**src/rtl/alu_seq_pkg.sv**
```systemverilog
// Shared types and display helpers for the ALU key sequencer.
// Used by alu_key_sequencer; ALU_SEQ_SIGNED_DISPLAY_EN is consumed in the top.
package alu_seq_pkg;

  typedef enum logic [1:0] {
    OP_ADD  = 2'b00,
    OP_SUB  = 2'b01,
    OP_MULT = 2'b10
  } opcode_e;

  typedef enum logic [1:0] {
    IDLE    = 2'b00,
    SETTLE  = 2'b01,
    CAPTURE = 2'b10,
    HOLD    = 2'b11
  } seq_state_e;

  localparam logic [6:0] SEG_BLANK = 7'b1111111;
  localparam logic [6:0] SEG_MINUS = 7'b0111111;

  // Active-low gfedcba pattern for one hex digit
  function automatic logic [6:0] hex_to_seg7(input logic [3:0] d);
    logic [6:0] s;
    case (d)
      4'h0: s = 7'b1000000;
      4'h1: s = 7'b1111001;
      4'h2: s = 7'b0100100;
      4'h3: s = 7'b0110000;
      4'h4: s = 7'b0011001;
      4'h5: s = 7'b0010010;
      4'h6: s = 7'b0000010;
      4'h7: s = 7'b1111000;
      4'h8: s = 7'b0000000;
      4'h9: s = 7'b0010000;
      4'hA: s = 7'b0001000;
      4'hB: s = 7'b0000011;
      4'hC: s = 7'b1000110;
      4'hD: s = 7'b0100001;
      4'hE: s = 7'b0000110;
      default: s = 7'b0001110;
    endcase
    return s;
  endfunction

endpackage

```
**src/rtl/key_debounce.sv**
```systemverilog
// Single-key conditioner: 2-flop synchroniser followed by a stability counter.
// level follows the synchronised input only after DEBOUNCE_CYCLES consecutive
// samples that disagree with the current level; one agreeing sample restarts.
module key_debounce #(
  parameter int DEBOUNCE_CYCLES = 50000
) (
  input  logic clk,
  input  logic rst_n,
  input  logic raw_n,
  output logic level
);

  localparam int CW = (DEBOUNCE_CYCLES > 2) ? $clog2(DEBOUNCE_CYCLES) : 1;
  localparam logic [CW-1:0] CNT_TC = CW'(DEBOUNCE_CYCLES - 1);

  logic          sync1_q, sync2_q;
  logic [CW-1:0] cnt_q;
  logic          level_q;

  // Synchronise, count disagreeing samples, flip the level at terminal count
  always_ff @(posedge clk or negedge rst_n) begin
    if (!rst_n) begin
      sync1_q <= 1'b0;
      sync2_q <= 1'b0;
      cnt_q   <= '0;
      level_q <= 1'b1;   // released: keys are active-low
    end else begin
      sync1_q <= raw_n;
      sync2_q <= sync1_q;
      if (sync2_q == level_q) begin
        cnt_q <= '0;
      end else if (cnt_q == CNT_TC) begin
        level_q <= sync2_q;
        cnt_q   <= '0;
      end else begin
        cnt_q <= cnt_q + CW'(1);
      end
    end
  end

  assign level = level_q;

endmodule

```
**src/rtl/alu_key_sequencer.sv**
```systemverilog
// Key-driven initiator for the combinational ALU: debounces three op keys,
// issues the opcode, waits one settle cycle, captures result and flags and
// shows the result on two 7-segment digits.
// Optional: ALU_SEQ_SIGNED_DISPLAY_EN shows a signed magnitude with a minus sign.
//
// state   | meaning
// IDLE    | waiting for a debounced press
// SETTLE  | opcode issued, ALU combinational path settling
// CAPTURE | result/flags registered at the end of this cycle, done high
// HOLD    | waiting for all keys to be released
module alu_key_sequencer
  import alu_seq_pkg::*;
#(
  parameter int N               = 4,
  parameter int DEBOUNCE_CYCLES = 50000
) (
  input  logic         clk,
  input  logic         rst_n,
  input  logic [2:0]   key_n,
  output opcode_e      op,
  input  logic [N-1:0] alu_out,
  input  logic         alu_z,
  input  logic         alu_n,
  input  logic         alu_v,
  input  logic         alu_c,
  output logic [N-1:0] res_q,
  output logic [3:0]   flags_q,
  output logic         done,
  output logic         busy,
  output logic [6:0]   hex0,
  output logic [6:0]   hex1
);

  seq_state_e   state_q, state_d;
  opcode_e      op_q, op_d, op_sel;
  logic [N-1:0] res_d;
  logic [3:0]   flags_d;
  logic [2:0]   level;
  logic [2:0]   press;

  for (genvar i = 0; i < 3; i++) begin : g_deb
    key_debounce #(.DEBOUNCE_CYCLES(DEBOUNCE_CYCLES)) u_deb (
      .clk   (clk),
      .rst_n (rst_n),
      .raw_n (key_n[i]),
      .level (level[i])
    );
  end

  assign press = ~level;

  // Fixed priority Add > Sub > Mult when several keys are down together
  always_comb begin
    op_sel = OP_MULT;
    if (press[2])      op_sel = OP_ADD;
    else if (press[1]) op_sel = OP_SUB;
  end

  // State, opcode and capture registers
  always_ff @(posedge clk or negedge rst_n) begin
    if (!rst_n) begin
      state_q <= IDLE;
      op_q    <= OP_ADD;
      res_q   <= '0;
      flags_q <= '0;
    end else begin
      state_q <= state_d;
      op_q    <= op_d;
      res_q   <= res_d;
      flags_q <= flags_d;
    end
  end

  // Next-state logic; only IDLE looks at new presses, so one capture per press
  always_comb begin
    state_d = state_q;
    op_d    = op_q;
    res_d   = res_q;
    flags_d = flags_q;
    case (state_q)
      IDLE: begin
        if (|press) begin
          op_d    = op_sel;
          state_d = SETTLE;
        end
      end
      SETTLE:  state_d = CAPTURE;
      CAPTURE: begin
        res_d   = alu_out;
        flags_d = {alu_n, alu_z, alu_v, alu_c};
        state_d = HOLD;
      end
      HOLD: begin
        if (!(|press)) state_d = IDLE;
      end
      default: state_d = IDLE;
    endcase
  end

  // Status outputs decoded from the current state
  always_comb begin
    done = (state_q == CAPTURE);
    busy = (state_q != IDLE);
  end

  assign op = op_q;

`ifdef ALU_SEQ_SIGNED_DISPLAY_EN
  logic [N-1:0] mag;

  // Two's-complement display: magnitude on hex0, minus on hex1 when negative
  always_comb begin
    mag  = res_q;
    hex1 = SEG_BLANK;
    if (res_q[N-1]) begin
      mag  = -res_q;   // most negative value wraps to itself, shown as 8 with minus
      hex1 = SEG_MINUS;
    end
    hex0 = hex_to_seg7(mag[3:0]);
  end
`else
  // Raw hex display of the low nibble; sign digit unused
  always_comb begin
    hex0 = hex_to_seg7(res_q[3:0]);
    hex1 = SEG_BLANK;
  end
`endif

endmodule

```
**config.mk**
```make
export PLATFORM = sky130hd
export DESIGN_NAME = alu_key_sequencer
export DESIGN_NICKNAME = d
export VERILOG_FILES = /design/src/rtl/alu_seq_pkg.sv /design/src/rtl/key_debounce.sv /design/src/rtl/alu_key_sequencer.sv
export SDC_FILE = /design/constraint.sdc
export NUM_CORES = 1
export LEC_CHECK = 0
export CAP_MARGIN = 0
export CORE_MARGIN = 10
export CORE_UTILIZATION = 56
export DETAILED_ROUTE_END_ITERATION = 8
export HOLD_SLACK_MARGIN = 0.05
export PLACE_DENSITY = 0.79
export SETUP_SLACK_MARGIN = 0.4
export SLEW_MARGIN = 0
export SYNTH_ARGS = -nofsm -noshare
export SYNTH_HDL_FRONTEND = slang
export SYNTH_HIERARCHICAL = 1
export SYNTH_SLANG_ARGS = --single-unit
```
**constraint.sdc**
```tcl
create_clock -name clk -period 2.4 [get_ports clk]
set_input_delay 0.48 -clock clk [delete_from_list [all_inputs] [get_ports clk]]
set_output_delay 0.48 -clock clk [all_outputs]
set_load 0.01 [all_outputs]
```
==> results.json, run 1 <==
{
  "cts_max_path_buffers": 2,
  "grt_use_met2_pct": 21.2,
  "final_nets": 404,
  "finalClockSkew_ns": 0.00650,
  "ys_seq_elements": 69,
  "final_common_cell": "dfrtp_1",
  "io_pins": 39,
  "drt_drc_violations_left": 0,
  "drt_first_pass_iters": 4,
  "layout_common_cells": "dfrtp_1, nor2_1, xnor2_1",
  "drt_iter0_drc": 75,
  "fmax_ghz": 0.460,
  "grt_pass1_wl_mm": 11.5,
  "grt_usage_pct": 14.0,
  "die_w_um": 99.6,
  "fin_util_pct": 69.1,
  "num_antenna_cells": 0,
  "yosysSeqAreaShare_pct": 48.7,
  "path_max_fanout": 5,
  "r2r-start": "g_deb[0].u_deb/cnt_q[10]",
  "stdcell_count": 456,
  "numPortBuffers": 31,
  "slowest_stage": "mux4_2",
  "cp.arrival_ns": 1.69,
  "htree_num_levels": 3,
  "rsz0062_at_grt": "true",
  "coreArea_um2": 6030,
  "post-place-ws_ns": 0.0860,
  "cp.required_ns": 1.92,
  "synth_warnings": 6,
  "max_stage_delay_ns": 0.46,
  "root_buffer": "clkbuf_8",
  "synthDistinctLibCells": 37,
  "grt_max_degree": 41,
  "hold_viol_final": 0,
  "r2r_end": "g_deb[0].u_deb/level",
  "syn_to_final_growth_pct": 17.2,
  "gp_congestion": 0.812,
  "fin_setup_tns_ns": 0,
  "drtAntennaViolNets": 0,
  "busiest_layer": "met2",
  "clk_pin_slew_ns": 0.07,
  "grt_overflow": 0,
  "worst-r2r-setup-slack_ns": 0.47,
  "wire_per_inst_um": 14.4,
  "start_util_pct": 58.9,
  "period_needed_ns": 2.17,
  "hp-start": "g_deb[0].u_deb/sync1_q",
  "die_area_um2": 9930,
  "use_met1_pct": 17.3,
  "min_path_type": "flip-flop to flip-flop",
  "finalCritPeriodShare_pct": 90.5,
  "hpwlAfterDp_mm": 4.70,
  "num_vias": 2468,
  "cts_tree": "done",
  "clk_latency_ns": 0.34,
  "final-max-slew-violation-count": 0,
  "crit_path_end_kind": "primary output",
  "routed_wl_mm": 6.58,
  "rows": 28,
  "antenna_found_initial": 0,
  "syn_inst": 333,
  "use_met3_pct": 4.29,
  "status": "finished clean",
  "worstSetupEndpoint": "hex0[3]",
  "power_density_nw_per_um2": 561,
  "startpoint": "res_q[0]",
  "ff2ff_path_depth": 3,
  "crit_chain": "inv_2, ha_4, inv_2, mux4_2, buf_6",
  "max-cap-violations": 0,
  "drive_above_1_share_pct": 18.4,
  "synthesis.area_um2": 3550,
  "clock-sinks": 69,
  "worstSetupPathType": "flip-flop to primary output",
  "grt_pass1_vias": 2492,
  "avgViaCountPerCell": 5.41,
  "worst_path_most_repeated_cell": "inv_2",
  "avgSynthCellArea_um2": 10.7,
  "cts_buffers": 9,
  "start_kind": "flip-flop",
  "fin_ws_ns": 0.227,
  "die_y_um": 99.6,
  "dp.cells": 438,
  "setup_viol": 0,
  "ir_drop_uv": 372,
  "p_leak_nw": 1.73
}
-- cell type report --
class,count,area [um^2]
inverters,13,48.8
multi-input cells,244,1730
clock inverters,1,30.0
well taps,75,93.8
repair buffers,40,363
flip-flops and latches,69,1730
clock buffers,14,163
fillers,458,1860
-- kinds of logic after synthesis --
family,count (synthesis),synth area share (%)
other cells,1,0.106
mux,18,6.27
flops,69,48.7
fa+ha+maj,14,4.93
xor+xnor,45,11.1
simple gates,148,22.3
buf+inv,26,4.40
compound gates,12,2.22
-- cell usage after synthesis --
library cell,instances,area [um^2]
o31ai_1,1,7.51
o21ai_0,4,20.0
nor4_1,9,56.3
nor2_2,1,6.26
nand4_1,15,93.8
ha_1,14,175
nor2_1,54,203
or4b_1,3,30.0
buf_6,4,45.0
or3b_2,3,26.3
xnor2_1,30,263
conb_1,1,3.75
mux2_4,3,45.0
mux4_1,1,26.3
and3_2,3,22.5
and4_1,3,26.3
xor2_1,15,131
a21oi_1,2,10.0
nor2b_2,1,8.76
dfrtp_1,66,1650
mux2_1,1,11.3
dfstp_2,3,78.8
nand2_1,18,67.6
nand4bb_1,3,33.8
buf_4,7,52.6
buf_2,2,10.0
o21ai_1,1,5.00
a22o_1,3,26.3
or4_4,3,33.8
nand3_1,16,80.1
mux2_2,8,90.1
inv_1,13,48.8
nor3_1,12,60.1
nand2_4,3,33.8
mux2i_1,5,50.1
or3b_1,1,8.76
a32o_1,1,10.0
-- metal layers --
metal | vias to the layer above | routed length (um) | share of wire [%]
met5 | - | 0 | 0
met4 | 0 | 111 | 1.7
met3 | 9 | 368 | 5.6
met2 | 52 | 3010 | 46
met1 | 1191 | 3090 | 47
li1 | 1216 | - | -
-- worst min-delay path by stage --
stage	endpoint	slack, ns	cells past startpoint
floorplan	flags_q[0]	0.18	0
global placement	g_deb[0].u_deb/cnt_q[13]	0.31	1
detailed placement	g_deb[0].u_deb/cnt_q[13]	0.31	1
CTS	g_deb[1].u_deb/sync2_q	0.35	0
global route	g_deb[2].u_deb/sync2_q	0.37	0
finish	g_deb[0].u_deb/sync2_q	0.35	0
-- power by group --
part | leakage [nW] | switching (mW) | internal, mW
registers | 0.901 | 0.0258 | 1.19
clock network | 0.0968 | 0.403 | 0.533
logic | 0.734 | 0.0961 | 0.0886
-- what timing repair did --
action | in CTS | in global routing
hold buffers | 1 | 0
setup buffers | 2 | 0
resized for setup | 39 | 9
setup endpoints to repair | 10 | 9
gates cloned | 0 | 0
pin swaps | 0 | 1
hold endpoints to repair | 3 | 0
-- stage by stage --
step                hold WS [ns]  cell area [um^2]  power, mW
global placement           0.306              3920       1.41
finish                     0.349              4160       2.33
global route               0.368              4160       2.43
detailed placement         0.315              3920       1.42
CTS                        0.354              4150       2.36
floorplan                  0.184              3570       1.33
-- sequential cells by signal (all words and copies together) (netlist names) --
name                 flops
g_deb.u_deb/level        3
state_q                  2
op                       2
res_q                    4
g_deb.u_deb/sync2_q      3
flags_q                  4
g_deb.u_deb/sync1_q      3
g_deb.u_deb/cnt_q       48
-- critical path: cells and delay by family (launching register included) --
kind / cells / cell delay [ns]
mux: 1 / 0.46
buf+inv: 3 / 0.26
flops: 1 / 0.37
fa+ha+maj: 1 / 0.27
Power figures use the tool's default switching activity.
==> inputs of run 2 (changes only) <==
RECOVER_POWER = 25   (was unset)
==> results.json, run 2 (same netlist as run 1, synthesis figures left out) <==
{
  "numPortBuffers": 31,
  "wire_per_inst_um": 14.5,
  "period_needed_ns": 2.17,
  "cts_max_path_buffers": 2,
  "syn_to_final_growth_pct": 16.7,
  "grt_pass1_wl_mm": 11.5,
  "finalCritPeriodShare_pct": 90.5,
  "antenna_found_initial": 0,
  "ir_drop_uv": 373,
  "start_kind": "flip-flop",
  "grt_max_degree": 41,
  "design_area_um2": 4150,
  "gp_congestion": 0.812,
  "grt_pass1_vias": 2492,
  "worst_slew_pin_slew_ns": 0.936,
  "place_area_um2": 3920,
  "finalClockSkew_ns": 0.00642,
  "cts_tree": "done",
  "path_max_fanout": 5,
  "grt_overflow": 0,
  "crit_chain": "inv_2, ha_4, inv_2, mux4_2, buf_6",
  "slowest_stage": "mux4_2",
  "root_buffer": "clkbuf_8",
  "worstSetupEndpoint": "hex0[3]",
  "slew_headroom_pct": 37.6,
  "rows": 28,
  "drive_above_1_share_pct": 18.1,
  "worstSetupPathType": "flip-flop to primary output",
  "power_density_nw_per_um2": 562,
  "hold_viol_final": 0,
  "final_common_cell": "dfrtp_1",
  "num_antenna_cells": 0,
  "startpoint": "res_q[0]",
  "drt_first_pass_iters": 4,
  "worst-r2r-setup-slack_ns": 0.47,
  "hpwlAfterDp_mm": 4.70,
  "fmax_ghz": 0.460,
  "cp.arrival_ns": 1.69,
  "fin_setup_tns_ns": 0,
  "num_vias": 2479,
  "min_path_type": "flip-flop to flip-flop",
  "fin_ws_ns": 0.228,
  "worst_path_most_repeated_cell": "inv_2",
  "io_pins": 39,
  "largest_register_ffs": 48,
  "fillers": 461,
  "drt_drc_violations_left": 0,
  "die_y_um": 99.6,
  "die_area_um2": 9930,
  "clock-sinks": 69,
  "multiInputGateArea_um2": 1730,
  "p_leak_nw": 1.72,
  "max_stage_delay_ns": 0.46,
  "final_nets": 404,
  "cts_buffers": 9,
  "cp.required_ns": 1.92,
  "grt_usage_pct": 14.0,
  "drtAntennaViolNets": 0,
  "rsz0062_at_grt": "true",
  "htree_num_levels": 3,
  "start_util_pct": 58.9,
  "r2r_end": "g_deb[2].u_deb/level",
  "max-cap-violations": 0,
  "r2r-start": "g_deb[2].u_deb/cnt_q[10]",
  "clk_pin_slew_ns": 0.07,
  "layout_common_cells": "dfrtp_1, nor2_1, xnor2_1",
  "regArea_um2": 1730,
  "status": "finished clean",
  "crit_path_end_kind": "primary output",
  "clk_latency_ns": 0.34,
  "avgViaCountPerCell": 5.44,
  "regMostFlops": "g_deb.u_deb/cnt_q",
  "coreArea_um2": 6030,
  "drt_iter0_drc": 79,
  "largestRegisters": "g_deb.u_deb/cnt_q (48), flags_q (4), res_q (4)",
  "routed_wl_mm": 6.61,
  "setup_viol": 0,
  "die_w_um": 99.6,
  "post-place-ws_ns": 0.0860,
  "final-max-slew-violation-count": 0,
  "ff2ff_path_depth": 3
}
## run 2: repair_timing
action | CTS | global route
resized for setup | 39 | 9
buffers inserted | 2 | 0
endpoints found under the hold margin | 3 | 0
hold buffers | 1 | 0
endpoints found under the setup margin | 10 | 9
pin swaps | 0 | 1
## run 2: worst max-delay path, delay by kind of cell (launching register included)
| family | cells | cell delay (ns) |
|---|---|---|
| flops | 1 | 0.37 |
| mux | 1 | 0.46 |
| buf+inv | 3 | 0.26 |
| fa+ha+maj | 1 | 0.27 |
## run 2: area by class of cell
class                   count  share of cell area [%]
well taps                  75                    2.26
clock inverters             1                   0.724
multi-input cells         244                    41.8
clock buffers              14                    3.92
flip-flops and latches     69                    41.8
inverters                  13                    1.18
repair buffers             40                    8.36
## run 2: report_power, final
part / internal, mW / switching, mW
Sequential: 1.19 / 0.0259
Clock: 0.533 / 0.403
Combinational: 0.0844 / 0.0958
## run 2: worst min path at each step
| stage | from | end | slack, ns | cells after the start |
|---|---|---|---|---|
| CTS | g_deb[1].u_deb/sync1_q | g_deb[1].u_deb/sync2_q | 0.35 | 0 |
| global route | g_deb[2].u_deb/sync1_q | g_deb[2].u_deb/sync2_q | 0.37 | 0 |
| floorplan | rst_n | flags_q[0] | 0.18 | 0 |
| finish | g_deb[0].u_deb/sync1_q | g_deb[0].u_deb/sync2_q | 0.35 | 0 |
| detailed placement | rst_n | g_deb[0].u_deb/cnt_q[13] | 0.31 | 1 |
| global placement | rst_n | g_deb[0].u_deb/cnt_q[13] | 0.31 | 1 |
## run 2: routing by layer
metal	vias up	share of wire, %	global-route usage, %
met1	1201	46	17.3
li1	1215	-	-
met5	-	0	0
met4	0	1.7	8.27
met3	9	5.7	4.29
met2	54	46	21.2
## run 2: through the flow
| stage | cells | total power, mW | util [%] | hold WS (ns) |
|---|---|---|---|---|
| after floorplan | 339 | 1.33 | - | 0.184 |
| final | 456 | 2.33 | 68.8 | 0.349 |
| after detailed placement | 438 | 1.42 | 65.1 | 0.315 |
| after CTS | 456 | 2.36 | 68.9 | 0.354 |
| after global routing | 456 | 2.43 | 68.8 | 0.368 |
| after global placement | 438 | 1.41 | 65.1 | 0.306 |
